## src/rtl/bist_pkg.sv

```systemverilog
// Shared types and the Galois step used by both the stimulus LFSR and the
// response MISR of the s27 self-test driver.
package bist_pkg;

   typedef enum logic [2:0] {
      ST_IDLE,
      ST_INIT,
      ST_RUN,
      ST_DRAIN,
      ST_DONE
   } state_t;

   // x^8 + x^4 + x^3 + x^2 + 1
   localparam logic [7:0] POLY8 = 8'h1D;

   function automatic logic [7:0] galois8_step(input logic [7:0] value,
                                               input logic [7:0] in);
      return {value[6:0], 1'b0} ^ (value[7] ? POLY8 : 8'h00) ^ in;
   endfunction

endpackage

```

## src/rtl/galois_reg8.sv

```systemverilog
// 8-bit Galois shift register with seed load, step enable and parallel XOR
// input; serves as LFSR (in tied to zero) or as MISR.
module galois_reg8
   import bist_pkg::*;
#(
   parameter logic [7:0] RST_VAL = 8'h00
) (
   input  logic       clk_i,
   input  logic       rst_i,
   input  logic       load_i,
   input  logic [7:0] seed_i,
   input  logic       en_i,
   input  logic [7:0] in_i,
   output logic [7:0] q_o
);

   logic [7:0] q_q;
   logic [7:0] q_d;

   // Seed load wins over a step so a restart never folds in a stale sample.
   always_comb begin
      q_d = q_q;
      if (load_i) begin
         q_d = seed_i;
      end else if (en_i) begin
         q_d = galois8_step(q_q, in_i);
      end
   end

   always_ff @(posedge clk_i or posedge rst_i) begin
      if (rst_i) begin
         q_q <= RST_VAL;
      end else begin
         q_q <= q_d;
      end
   end

   assign q_o = q_q;

endmodule

```

## src/rtl/bist_s27_driver.sv

```systemverilog
// Self-test driver for the s27 benchmark: flush, LFSR pattern phase and
// latency drain, with MISR compaction of the response and golden compare.
module bist_s27_driver
   import bist_pkg::*;
#(
   parameter int unsigned         N_IN      = 4,
   parameter int unsigned         N_OUT     = 1,
   parameter logic [7:0]          LFSR_SEED = 8'h01,
   parameter int unsigned         PATTERNS  = 255,
   parameter int unsigned         INIT_CYC  = 4,
   parameter logic [N_IN-1:0]     INIT_VEC  = '0,
   parameter int unsigned         LAT       = 0,
   parameter logic [7:0]          MISR_SEED = 8'h00,
   parameter logic [7:0]          GOLDEN    = 8'h00
) (
   input  logic              CK,
   input  logic              RST,
   input  logic              START,
   output logic [N_IN-1:0]   DUT_IN,
   input  logic [N_OUT-1:0]  DUT_OUT,
   output logic              BUSY,
   output logic              DONE,
   output logic              PASS,
   output logic [7:0]        SIGNATURE,
   output logic [15:0]       PAT_CNT
);

   localparam logic [7:0]  SEED_EFF  = (LFSR_SEED == 8'h00) ? 8'h01 : LFSR_SEED;
   localparam int unsigned SR_W      = (LAT > 0) ? LAT : 1;
   localparam logic [15:0] PAT_MAX   = 16'(PATTERNS);
   localparam logic [15:0] PAT_LAST  = 16'(PATTERNS - 1);
   localparam logic [7:0]  INIT_LAST = 8'(INIT_CYC - 1);
   localparam logic [7:0]  LAT_LAST  = 8'(LAT - 1);

   function automatic logic [15:0] sat_inc(input logic [15:0] cnt);
      return (cnt >= PAT_MAX) ? cnt : cnt + 16'd1;
   endfunction

   state_t            state_q, state_d;
   logic [N_IN-1:0]   dut_in_q, dut_in_d;
   logic [15:0]       pat_cnt_q, pat_cnt_d;
   logic [7:0]        cyc_cnt_q, cyc_cnt_d;
   logic [SR_W-1:0]   run_sr_q, run_sr_d;
   logic              seed_load;
   logic              lfsr_en;
   logic              cap_en;
   logic [7:0]        lfsr_q;
   logic [7:0]        lfsr_nxt;
   logic [7:0]        misr_q;
   logic [7:0]        misr_in;
   logic              unused_lfsr_hi;

   assign lfsr_nxt       = galois8_step(lfsr_q, 8'h00);
   assign unused_lfsr_hi = ^{lfsr_q, lfsr_nxt};

   // The RUN-flag pipe lines each response up with the pattern that caused it.
   assign cap_en = (LAT == 0) ? (state_q == ST_RUN) : run_sr_q[SR_W-1];

   always_comb begin
      misr_in              = '0;
      misr_in[N_OUT-1:0]   = DUT_OUT;
   end

   always_comb begin
      state_d   = state_q;
      dut_in_d  = dut_in_q;
      pat_cnt_d = pat_cnt_q;
      cyc_cnt_d = cyc_cnt_q;
      run_sr_d  = (run_sr_q << 1) | SR_W'(state_q == ST_RUN);
      seed_load = 1'b0;
      lfsr_en   = 1'b0;
      unique case (state_q)
         ST_IDLE, ST_DONE: begin
            if (START) begin
               seed_load = 1'b1;
               pat_cnt_d = '0;
               cyc_cnt_d = '0;
               run_sr_d  = '0;
               if (INIT_CYC == 0) begin
                  state_d  = ST_RUN;
                  dut_in_d = SEED_EFF[N_IN-1:0];
               end else begin
                  state_d  = ST_INIT;
                  dut_in_d = INIT_VEC;
               end
            end
         end
         ST_INIT: begin
            if (cyc_cnt_q == INIT_LAST) begin
               state_d   = ST_RUN;
               cyc_cnt_d = '0;
               dut_in_d  = lfsr_q[N_IN-1:0];
            end else begin
               cyc_cnt_d = cyc_cnt_q + 8'd1;
            end
         end
         ST_RUN: begin
            lfsr_en   = 1'b1;
            pat_cnt_d = sat_inc(pat_cnt_q);
            dut_in_d  = lfsr_nxt[N_IN-1:0];
            if (pat_cnt_q == PAT_LAST) begin
               dut_in_d  = dut_in_q;
               cyc_cnt_d = '0;
               state_d   = (LAT == 0) ? ST_DONE : ST_DRAIN;
            end
         end
         ST_DRAIN: begin
            if (cyc_cnt_q == LAT_LAST) begin
               state_d = ST_DONE;
            end else begin
               cyc_cnt_d = cyc_cnt_q + 8'd1;
            end
         end
         default: state_d = ST_IDLE;
      endcase
   end

   always_ff @(posedge CK or posedge RST) begin
      if (RST) begin
         state_q   <= ST_IDLE;
         dut_in_q  <= INIT_VEC;
         pat_cnt_q <= '0;
         cyc_cnt_q <= '0;
         run_sr_q  <= '0;
      end else begin
         state_q   <= state_d;
         dut_in_q  <= dut_in_d;
         pat_cnt_q <= pat_cnt_d;
         cyc_cnt_q <= cyc_cnt_d;
         run_sr_q  <= run_sr_d;
      end
   end

   galois_reg8 #(.RST_VAL(SEED_EFF)) u_lfsr (
      .clk_i  (CK),
      .rst_i  (RST),
      .load_i (seed_load),
      .seed_i (SEED_EFF),
      .en_i   (lfsr_en),
      .in_i   (8'h00),
      .q_o    (lfsr_q)
   );

   galois_reg8 #(.RST_VAL(MISR_SEED)) u_misr (
      .clk_i  (CK),
      .rst_i  (RST),
      .load_i (seed_load),
      .seed_i (MISR_SEED),
      .en_i   (cap_en),
      .in_i   (misr_in),
      .q_o    (misr_q)
   );

   assign DUT_IN    = dut_in_q;
   assign BUSY      = (state_q == ST_INIT) || (state_q == ST_RUN) || (state_q == ST_DRAIN);
   assign DONE      = (state_q == ST_DONE);
   assign PASS      = (state_q == ST_DONE) && (misr_q == GOLDEN);
   assign SIGNATURE = misr_q;
   assign PAT_CNT   = pat_cnt_q;

endmodule
```

## config.mk

```make
export PLATFORM = sky130hd
export DESIGN_NAME = bist_s27_driver
export DESIGN_NICKNAME = d
export VERILOG_FILES = /design/src/rtl/bist_pkg.sv /design/src/rtl/galois_reg8.sv /design/src/rtl/bist_s27_driver.sv
export SDC_FILE = /design/constraint.sdc
export NUM_CORES = 1
export LEC_CHECK = 0
export ABC_AREA = 1
export CAP_MARGIN = 20
export CELL_PAD_IN_SITES_DETAIL_PLACEMENT = 0
export CELL_PAD_IN_SITES_GLOBAL_PLACEMENT = 1
export CORE_MARGIN = 2
export CORE_UTILIZATION = 44
export CTS_BUF_LIST = sky130_fd_sc_hd__clkbuf_2 sky130_fd_sc_hd__clkbuf_4 sky130_fd_sc_hd__clkbuf_8
export CTS_CLUSTER_SIZE = 28
export DETAILED_ROUTE_END_ITERATION = 10
export PLACE_DENSITY_LB_ADDON = 0.1
export SLEW_MARGIN = 20
export SYNTH_ARGS = -nofsm -noshare
export SYNTH_HDL_FRONTEND = slang
export SYNTH_SLANG_ARGS = --single-unit
```

## constraint.sdc

```tcl
create_clock -name CK -period 3 [get_ports CK]
set_clock_uncertainty 0.15 [all_clocks]
set_input_delay 0.45 -clock CK [delete_from_list [all_inputs] [get_ports CK]]
set_output_delay 0.45 -clock CK [all_outputs]
set_load 0.03 [all_outputs]
```

---- Word-level counts from Yosys, hierarchy flattened ----
Index checks and enable logic that the tools add are counted.
Widths: inputs -> output; s select.
cells by class
  $add $sub $neg .......................... 2
  $mul .................................... 0
  div/mod/pow operators ................... 0
  magnitude comparators ................... 1
  equal/unequal tests ..................... 14
  shifts and indexed selects .............. 0
  mux-type cells .......................... 26
  bitwise operators ....................... 3
  reductions and logical operators ........ 15
operator list
  cell                   count
  $mux 8                 8
  $mux 16                2
  $pmux 16 s2            1
  $pmux 8 s4             1
  $add 16x1->16 const B  1
  $eq 16x8->1 const B    1
  $ge 16x8->1 const B    1
  $xor 8x8->8            2
  $mux 3                 4
  $mux 4                 3
  $ne 2x2->1 const B     6
  $pmux 3 s4             1
  $pmux 4 s3             1
  $reduce_and 4->1       3
  $mux 5                 2
  $add 8x1->8 const B    1
  $eq 8x2->1 const B     1
  $eq 8x8->1 const B     1
  $logic_not 8->1        1
  $xor 8x1->8            1
  $eq 3x2->1 const B     2
  $reduce_bool 2->1      3
  $reduce_bool 4->1      1
  $eq 3x1->1 const B     1
  9 further kinds        12
storage, ports and cells
  flip-flop bits (word level) ............. 47
  bits in latches ......................... 0
  RAM bits ................................ 0
  ROM bits ................................ 0
  output and inout bits ................... 31
  logic and storage cells ................. 67
  memories kept ........................... 0

---- Longest topological paths before layout ----
Gate-level depths: netlist of the first run.
  depth after elaboration ................. 5
  depth in mapped cells ................... 11

---- Modules after synthesis ----
From an unflattened synthesis of the first run, not the netlist that was laid out.
second synthesis, totals
  cell total of the unflattened synthesis .. 379
  area total of the unflattened synthesis .. 2879.0 µm²
modules (own cells, without submodules)
  module                instances  cells each  area an instance (µm²)  sequential area each (µm²)
  bist_s27_driver       1          259         1904.3                  775.7
  galois_reg8 (u_lfsr)  1          60          488.0                   201.4
  galois_reg8 (u_misr)  1          60          486.7                   200.2

---- Worst setup path before layout of the first run ----
Ideal clock, no wire load.
  path type ............................... register to output
  start ................................... register u_misr.q_q[7], in the netlist u_misr.q_o[7]
  end ..................................... output port PASS
  arrival ................................. 1.957 ns
  setup slack ............................. 0.443 ns
  stages on the path, launching flop included .. 7
  buffers on the path ..................... 1
  cell sequence ........................... dfrtp_1 clkbuf_1 nor2_1 inv_1 nor3_1 nand3_1 nor4_1
on the way
  cells in the longest elaborated chain, start to end .. 2
ends and longest elaborated chain
  element                 RTL line                RTL
  from (decl)             galois_reg8.sv:17       logic [7:0] q_q;
  from (signal assigned)  galois_reg8.sv:34       q_q <= q_d;
  $logic_not 8->1         bist_s27_driver.sv:157  assign PASS = (state_q == ST_DONE) && (misr_q == GOLDEN);
  $logic_and 1x1->1       bist_s27_driver.sv:157
  to (decl)               bist_s27_driver.sv:23   output logic PASS,
Every way passes these cells.

---- Final worst setup path of the first run ----
Same ends and word-level chain as after synthesis.

==> flow_metrics.tcl, run 1 <==
set metrics [dict create \
    dieArea_um2 6205 \
    syn_area_per_cell_um2 7.735 \
    placed_cell_area_um2 2877 \
    clk_pin_slew_ps 80 \
    maxCapViolCount 0 \
    synth_area_leaders "dfrtp_1 (47%), nand2_1 (13%), nand3_1 (6.1%)" \
    synth_common_cells "nand2_1 (87), dfrtp_1 (46), inv_1 (39), nor2_1 (35), nand3_1 (30)" \
    worst-path-max-fanout 7 \
    arrival_ps 2050 \
    rrSetupSlack_ps 990 \
    clock_path_buffers 2 \
    peakVddDrop_mv 0.2412 \
    dpl.cell_count 420 \
    synth_ff_type "dfrtp_1" \
    hp-class "register to register" \
    grt_pass1_vias 1961 \
    pwr-share-clk_pct 40.8 \
    yosysTopAreaCellShare_pct 46.80 \
    area_growth_syn_to_layout_pct 21.26 \
    synth_cell_types 28 \
    ff2ff_path_depth 7 \
    async_reset_ff_share_pct 100.0 \
    fin_area_um2 2983 \
    hold-worst-slack_ps 324.6 \
    gp_congestion 0.8009 \
    ios 35 \
    switching_share_pct 19.50 \
    die_w_um 78.77 \
    final_cells 427 \
    cts_max_level 2 \
    ys_ff_latch 47 \
    antenna_found_initial 0 \
    worst_r2r_endpoint "DUT_IN[1]" \
    powerDensity_nw_per_um2 372.4 \
    setup_violations 0 \
    postSynthCellCount 318 \
    maxSlewViolCount 0 \
    p_leak_nw 1.510 \
    core-area_um2 5439 \
    combPwrFrac_pct 2.1 \
    endpoint_kind "output port" \
    required_ps 2400 \
    fin_crit_ps 2648 \
    clock_latency_ps 290 \
    vias_per_cell 4.911 \
    synth_largest_area_cell "dfrtp_1" \
    diodes 0 \
    grt_pass1_wl_mm 9.335 \
    drtAntennaViolNets 0 \
    layout-drive-gt1-share_pct 8.732 \
    portBuffers 34 \
    grtUsageTotal_pct 19.21 \
    drt-initial-drc-count 95 \
    final_nets 362 \
    min_to "DUT_IN[1]" \
    start_kind "register" \
    clock-sinks 47 \
    syn_nets 325 \
    grt_max_degree 22 \
    p_seq_share_pct 57.1 \
    synth.cell_area_um2 2460 \
    synth.most_common_cell "nand2_1" \
    post_cts_resized 0 \
    cts_inserted_buffers 5 \
    wl_mm 5.352 \
    overflow 0 \
    min_period_over_period_pct 88.27 \
    drcViolationCount 0 \
    finalHoldViolCount 0 \
    internal_power_w 0.0008941 \
    holdBufCountCts 0 \
    drt-wirelength-per-cell_um 12.53 \
    power_switching_w 0.0002166 \
    relSlewSlack_pct 59.67 \
    fp.dieH_um 78.77 \
    grt_setup_unrepaired "false" \
    cts_setup_buffers 0 \
    r2r_start "state_q[2]" \
    first_pass_iters 4 \
    hp-start "DUT_IN[1]" \
    cts_root_buffer "clkbuf_8" \
    crit_type "register to output port" \
    worst_slew_pin_slew_ps 604.3 \
    row_count 27 \
    whs_path_depth 2 \
    ys_seq_area_share_pct 47.86 \
    synth-edff-count 0 \
    start_util_pct 45.23 \
    dp_hpwl_mm 3.922 \
    outcome "finished, final reports clean" \
    cts_tree "done" \
    finalSetupTns_ps 0 \
    timing.fmax_ghz 0.3776 \
    yosysWarnings 0 \
    vias 2097 \
]
-- sequential cells by signal (all words and copies together) (netlist names) --
register    flops
PAT_CNT        16
cyc_cnt_q       8
u_lfsr.q_o      8
u_misr.q_o      8
DUT_IN          4
state_q         3
-- cell type report --
type / count / area (µm²)
Multi-Input combinational cell: 219 / 1077
Fill cell: 540 / 2456
Sequential cell: 47 / 1177
Clock inverter: 1 / 30.03
Clock buffer: 6 / 76.32
Timing Repair Buffer: 37 / 362.8
Tap cell: 72 / 90.09
Inverter: 45 / 168.9
-- logic make-up after synthesis --
kind of cell / count (synthesis) / synth area share, %
DFF: 47 / 47.86
adders and majority gates: 3 / 1.526
AOI/OAI and AO/OA: 32 / 7.579
and+or+nand+nor: 172 / 30.42
xor gates and xnor gates: 12 / 4.273
buffers and inverters: 52 / 8.342
-- placed cells by master, fill, tap and decap left out, types with 2 or more instances in the layout --
| master | instances |
|---|---|
| nand2_1 | 87 |
| dfrtp_1 | 46 |
| o22ai_1 | 10 |
| nor2_1 | 35 |
| nand2_2 | 6 |
| a21oi_1 | 2 |
| nand3_1 | 30 |
| inv_2 | 7 |
| nor2_4 | 2 |
| inv_1 | 38 |
| nor3_1 | 2 |
| xnor2_1 | 5 |
| clkdlybuf4s50_1 | 34 |
| xor2_1 | 7 |
| o211ai_1 | 2 |
| buf_4 | 3 |
| nand3_2 | 2 |
| nand4_1 | 5 |
| ha_1 | 3 |
| clkbuf_8 | 5 |
| o21ai_0 | 15 |
-- power groups by stage --
stage | Sequential (W) | Clock (W) | Combinational (W)
after CTS | 0.000634 | 0.000471 | 0.0000249
after floorplan | 0.000648 | 0 | 0.0000107
after global routing | 0.000634 | 0.000496 | 0.0000272
after detailed placement | 0.000647 | 0 | 0.0000251
after global placement | 0.000647 | 0 | 0.0000248
final | 0.000634 | 0.000453 | 0.0000236
-- metal layers --
layer	track usage [%]	wire length, µm	vias up
met5	0	0	-
met4	6.491	86	0
met2	31.03	2578	43
met3	3.523	201	9
li1	-	-	1078
met1	26.17	2486	967
-- through the flow --
step | worst slack, ps | total power (W) | util (%)
5_1_grt | 129.9 | 0.001158 | 54.84
2_1_floorplan | 442.7 | 0.0006587 | -
3_3_place_gp | 659.3 | 0.0006713 | 52.89
3_5_place_dp | 660.6 | 0.0006718 | 52.89
6_report | 352.0 | 0.001111 | 54.84
4_1_cts | 329.1 | 0.001130 | 54.84
-- worst max-delay path, cell delays in order (launching register included) --
cell and delay, ps:
dfrtp_1 470, nor2_1 130, inv_1 60, nor3_1 130
nand3_1 90, nor4_1 160, clkdlybuf4s50_1 710
-- how the worst max path moves through the flow --
stage	startpoint	to	slack, ps	cells after the start
final	u_misr.q_o[7]	PASS	350	6
after global placement	u_misr.q_o[7]	PASS	660	6
after CTS	u_misr.q_o[7]	PASS	330	6
after global routing	u_misr.q_o[7]	PASS	130	6
after detailed placement	u_misr.q_o[7]	PASS	660	6
after floorplan	u_misr.q_o[7]	PASS	440	6
No activity file was read; power rests on OpenSTA's default activity.
==> run 2: changes to the inputs <==
- ABC_AREA: 1 -> default
- CORE_UTILIZATION: 44 -> 47
==> flow_metrics.tcl, run 2 <==
set metrics [dict create \
    synth-edff-count 0 \
    diodes 0 \
    wl_mm 4.822 \
    drt-initial-drc-count 104 \
    synth.cell_area_um2 2293 \
    cts_inserted_buffers 5 \
    gp_congestion 0.8328 \
    p_leak_nw 1.293 \
    vias_per_cell 5.552 \
    drtAntennaViolNets 0 \
    synth_cell_types 43 \
    cts_root_buffer "clkbuf_8" \
    drt-wirelength-per-cell_um 15.21 \
    final_cell_mix "dfrtp_1 (46), clkdlybuf4s50_1 (34), nor2_1 (18), nand2_1 (17), o21ai_0 (12)" \
    grt_pass1_vias 1785 \
    outcome "finished, final reports clean" \
    endpoint_kind "output port" \
    grt_pass1_wl_mm 8.286 \
    synth_ff_type "dfrtp_1" \
    maxSlewViolCount 0 \
    synth_largest_area_cell "dfrtp_1" \
    area_growth_syn_to_layout_pct 24.11 \
    post_cts_resized 0 \
    clock_path_buffers 2 \
    cts_max_level 2 \
    critical_path_depth 5 \
    maxCapViolCount 0 \
    crit_path_max_incr_delay_ps 670 \
    yosysWarnings 0 \
    setup_violations 0 \
    timing.fmax_ghz 0.3854 \
    clock_latency_ps 290 \
    postSynthCellCount 212 \
    drcViolationCount 0 \
    num-fill-cells 388 \
    min_period_over_period_pct 86.50 \
    clk_pin_slew_ps 80 \
    worst-path-max-fanout 8 \
    peakVddDrop_mv 0.3956 \
    arrival_ps 1990 \
    grtUsageTotal_pct 19.73 \
    powerDensity_nw_per_um2 822.5 \
    crit_slowest_cell "clkdlybuf4s50_1" \
    syn_nets 219 \
    clock-sinks 47 \
    final_cells 317 \
    cts_setup_buffers 0 \
    row_count 25 \
    async_reset_ff_share_pct 100.0 \
    cp_top_family "buffers and inverters" \
    synth_area_leaders "dfrtp_1 (50%), a22o_1 (3.4%), nor2_1 (2.9%)" \
    yosysTopAreaCellShare_pct 50.19 \
    vias 1760 \
    finalHoldViolCount 0 \
    start_util_pct 48.56 \
    portBuffers 34 \
    ios 35 \
    fp.dieH_um 73.86 \
    core-area_um2 4723 \
    die_w_um 73.86 \
    crit_type "register to output port" \
    syn_area_per_cell_um2 10.82 \
    hp-class "input port to asynchronous set/reset pin" \
    dp_hpwl_mm 3.612 \
    required_ps 2400 \
    ff2ff_path_depth 4 \
    relSlewSlack_pct 62.49 \
    antenna_found_initial 0 \
    holdBufCountCts 0 \
    ys_ff_latch 47 \
    cp.buffers_inverters 2 \
    start_kind "register" \
    overflow 0 \
    mostFrequentLayoutCell "dfrtp_1" \
    grt_max_degree 33 \
    ys_seq_area_share_pct 51.34 \
    synth_common_cells "dfrtp_1 (46), nor2_1 (18), nand2_1 (17), o21ai_0 (12), nand3_1 (11)" \
    dieArea_um2 5455 \
    synth.most_common_cell "dfrtp_1" \
    crit_path_cell_trace "nor2_1 -> nand2_1 -> inv_1 -> and3_1 -> clkdlybuf4s50_1" \
    layout-drive-gt1-share_pct 12.40 \
    cts_tree "done" \
    dpl.cell_count 309 \
    fin_crit_ps 2595 \
    worst_slew_pin_slew_ps 559.1 \
    first_pass_iters 4 \
    grt_setup_unrepaired "false" \
    finalSetupTns_ps 0 \
    largest_register_ffs 16 \
    final_nets 256 \
]
run 2: changes by cell type in the layout (fill, tap and decap cells not counted), sizes merged, moves of 4 or more:
| cell | before | now |
|---|---|---|
| nand2 | 93 | 17 |
| inv | 45 | 4 |
| nand3 | 32 | 11 |
| nor2 | 38 | 18 |
| o22ai | 10 | 0 |
| a22o | 0 | 9 |
| and2 | 0 | 9 |
| and3 | 0 | 7 |
| o31ai | 0 | 7 |
| a22oi | 0 | 6 |
| mux2 | 0 | 6 |
| nor2b | 0 | 4 |
| nor4 | 1 | 5 |
run 2: kinds of logic (layout without fill, tap and decap cells):
family | count (synthesis) | after routing | share of synthesized area (%)
xor gates and xnor gates | 10 | 10 | 3.819
buffers and inverters | 13 | 51 | 2.455
and+or+nand+nor | 87 | 87 | 21.98
adders and majority gates | 3 | 3 | 1.637
muxes | 8 | 8 | 3.819
DFF | 47 | 47 | 51.34
AOI/OAI and AO/OA | 44 | 44 | 14.95
run 2: per-layer routing:
metal | share of wire [%] | routed length, µm | track usage (%)
met5 | 0 | 0 | 0
met4 | 0.77 | 37 | 5.657
met3 | 3.5 | 169 | 4.801
met2 | 52 | 2507 | 33.33
met1 | 44 | 2107 | 25.11
run 2: cell type report:
cell class,count,area [µm²],area share (%)
flip-flops and latches,47,1177,41.36
multi-input cells,152,1060,37.23
repair buffers,38,370.4,13.01
well taps,67,83.83,2.945
clock buffers,6,76.32,2.681
clock inverters,2,60.06,2.110
inverters,5,18.77,0.6593
run 2: final timing paths:
check,start,slack [ps],end
max,state_q[0],410,PASS
min,RST,290,cyc_cnt_q[0]
max reg2reg,cyc_cnt_q[5],720,cyc_cnt_q[5]
min reg2reg,u_lfsr.q_o[5],360,u_lfsr.q_o[6]
max in group asynchronous,RST,1630,u_lfsr.q_o[0]
min in group CK,u_lfsr.q_o[5],360,u_lfsr.q_o[6]
run 2: worst reg2reg max path, stage by stage (launching register included):
cell and delay [ps]:
dfrtp_1 430, or4_4 580, o41ai_4 490, or2_1 370, o31ai_1 140
run 2: metrics by stage:
step	power (W)	setup WS [ps]	utilization (%)	hold WS [ps]	cell area (µm²)
2_1_floorplan	0.001521	859.1	-	300.2	2293
3_3_place_gp	0.001782	749.9	57.38	315.2	2710
3_5_place_dp	0.001817	708.2	57.38	337.0	2710
4_1_cts	0.002367	368.8	60.26	298.1	2846
5_1_grt	0.002513	239.3	60.26	326.1	2846
6_report	0.002341	405.1	60.26	285.1	2846
run 2: report_power, final:
group          total, W  internal (W)  switching (W)  leakage [nW]
Combinational  0.000909      0.000378       0.000530         0.584
Sequential     0.000889      0.000758       0.000132         0.641
Clock          0.000543      0.000342       0.000201        0.0688
==> patch (flow settings as in run 2) <==
Encoding of `state_t`: now one-hot (5 bits for 5 states).
--- a/src/rtl/bist_pkg.sv
+++ b/src/rtl/bist_pkg.sv
@@ -2,12 +2,12 @@
 // response MISR of the s27 self-test driver.
 package bist_pkg;
 
-   typedef enum logic [2:0] {
-      ST_IDLE,
-      ST_INIT,
-      ST_RUN,
-      ST_DRAIN,
-      ST_DONE
+   typedef enum logic [4:0] {
+      ST_IDLE  = 5'b00001,
+      ST_INIT  = 5'b00010,
+      ST_RUN   = 5'b00100,
+      ST_DRAIN = 5'b01000,
+      ST_DONE  = 5'b10000
    } state_t;
 
    // x^8 + x^4 + x^3 + x^2 + 1
Function: same outputs for any inputs over 10 cycles, from zero or initial values and one cycle with RST high; not proved beyond that.
==> patch against run 2 <==
Cell count rose by 15%; total power fell by 4.1%; worst setup slack got worse by 290 ps; cell area rose by 8.9%; sequential cell count rose by 1; routed wire length rose by 13%; area after synthesis rose by 9.8%; sequential share of layout area fell by 2.5 points; largest power group is now sequential cells.
==> patch: results <==
{
  "first_iter_violations": 92,
  "cts_buffer_depth": 2,
  "arrival_ps": 2290,
  "total_leakage_power_nw": 1.28,
  "top_layer_used": "met4",
  "synthDistinctLibCells": 46,
  "wl_met1_um": 2710,
  "drc": 0,
  "dp_slack_ps": 331,
  "grt_max_degree": 49,
  "dr.pass1.iters": 4,
  "insertion_delay_ps": 300,
  "grt_util_met3": 0.0482,
  "wl_per_cell_um": 14.9,
  "syn-num-nets": 264,
  "dp_hpwl_um": 3720,
  "largest_reg_flops": 16,
  "via_per_inst": 5.35,
  "multi_input_area_sq_mm": 0.00124,
  "clockRootBuffer": "clkbuf_8",
  "antenna_found_initial": 0,
  "drive_gt1_frac": 0.129,
  "portBuffers": 34,
  "diodes": 0,
  "yosysSeqAreaShare": 0.478,
  "grtUsageMet1": 0.286,
  "grt.total_usage": 0.195,
  "place_inst": 356,
  "cts.htree.levels": 2,
  "clk_pin_slew_ps": 90,
  "crit_fanout": 14,
  "synth_common_cells": "dfrtp_1 (46), nand2_1 (46), a21oi_1 (14)",
  "synth_ff_type": "dfrtp_1",
  "numCtsBuffers": 5,
  "dpl_cell_area_sq_mm": 0.00299,
  "gr-usage-met2": 0.290,
  "status": "finished clean",
  "wirelength_um": 5430,
  "async_reset_ff_frac": 1.00,
  "wl_met2_um": 2510,
  "synth_area_per_cell_sq_um": 9.80,
  "ir_drop_mv": 0.465,
  "routabilityCongestion": 0.771,
  "grt_pass1_vias": 1856,
  "yosys_warnings": 0,
  "fin_nets": 300,
  "worstHoldPathType": "register to register",
  "synth_area_leaders": "dfrtp_1 (46%), nand2_1 (6.9%), a211oi_1 (3.3%)",
  "fill_cells": 466,
  "grt_pass1_wl_um": 9250,
  "dr_wl_met3_um": 163,
  "tightest_slew_ps": 889
}
patch: cell types whose count changed after synthesis, sizes merged, moves of 7 or more:
| cell | delta |
|---|---|
| nand2 | +29 |
| o21ai | -8 |
| a211oi | +10 |
| o31ai | -7 |
| a21oi | +12 |
| a22o | -9 |
| nor2 | -9 |
patch: path summary, 6_finish.rpt:
check	startpoint	to	slack [ps]	cells past startpoint
max in group asynchronous	RST	state_q[1]	1800	3
worst min register to register	u_lfsr.q_o[0]	u_lfsr.q_o[0]	350	2
min in group asynchronous	RST	cyc_cnt_q[3]	470	3
worst min-delay path	u_lfsr.q_o[0]	u_lfsr.q_o[0]	350	2
worst max-delay path	state_q[0]	BUSY	110	3
worst max register to register	cyc_cnt_q[0]	DUT_IN[0]	330	5
patch: final cells by class:
| type | instances | area share |
|---|---|---|
| Clock inverter | 3 | 0.0137 |
| Inverter | 6 | 0.00727 |
| Multi-Input combinational cell | 186 | 0.401 |
| Tap cell | 70 | 0.0283 |
| Timing Repair Buffer | 46 | 0.139 |
| Sequential cell | 48 | 0.389 |
| Clock buffer | 5 | 0.0222 |
patch: repair_timing:
item                       CTS  global route
gates resized for setup      0             1
buffers inserted             0             0
setup endpoints to repair    0             1
patch: cell families after synthesis:
family          Yosys count  share of synthesized area
compound gates           51                      0.146
xor+xnor                  9                     0.0313
fa+ha+maj                 3                     0.0149
buf+inv                  23                     0.0373
flops                    48                      0.478
mux                      13                     0.0541
simple gates            110                      0.238
patch: power breakdown:
part | switching, mW | internal [mW]
Combinational | 0.488 | 0.374
Sequential | 0.151 | 0.764
Clock | 0.220 | 0.247
patch: worst max-delay path: stages (launching register included):
cell             delay (ps)
dfstp_2                 460
or4b_2                  740
nand2_1                 120
clkdlybuf4s50_1         670
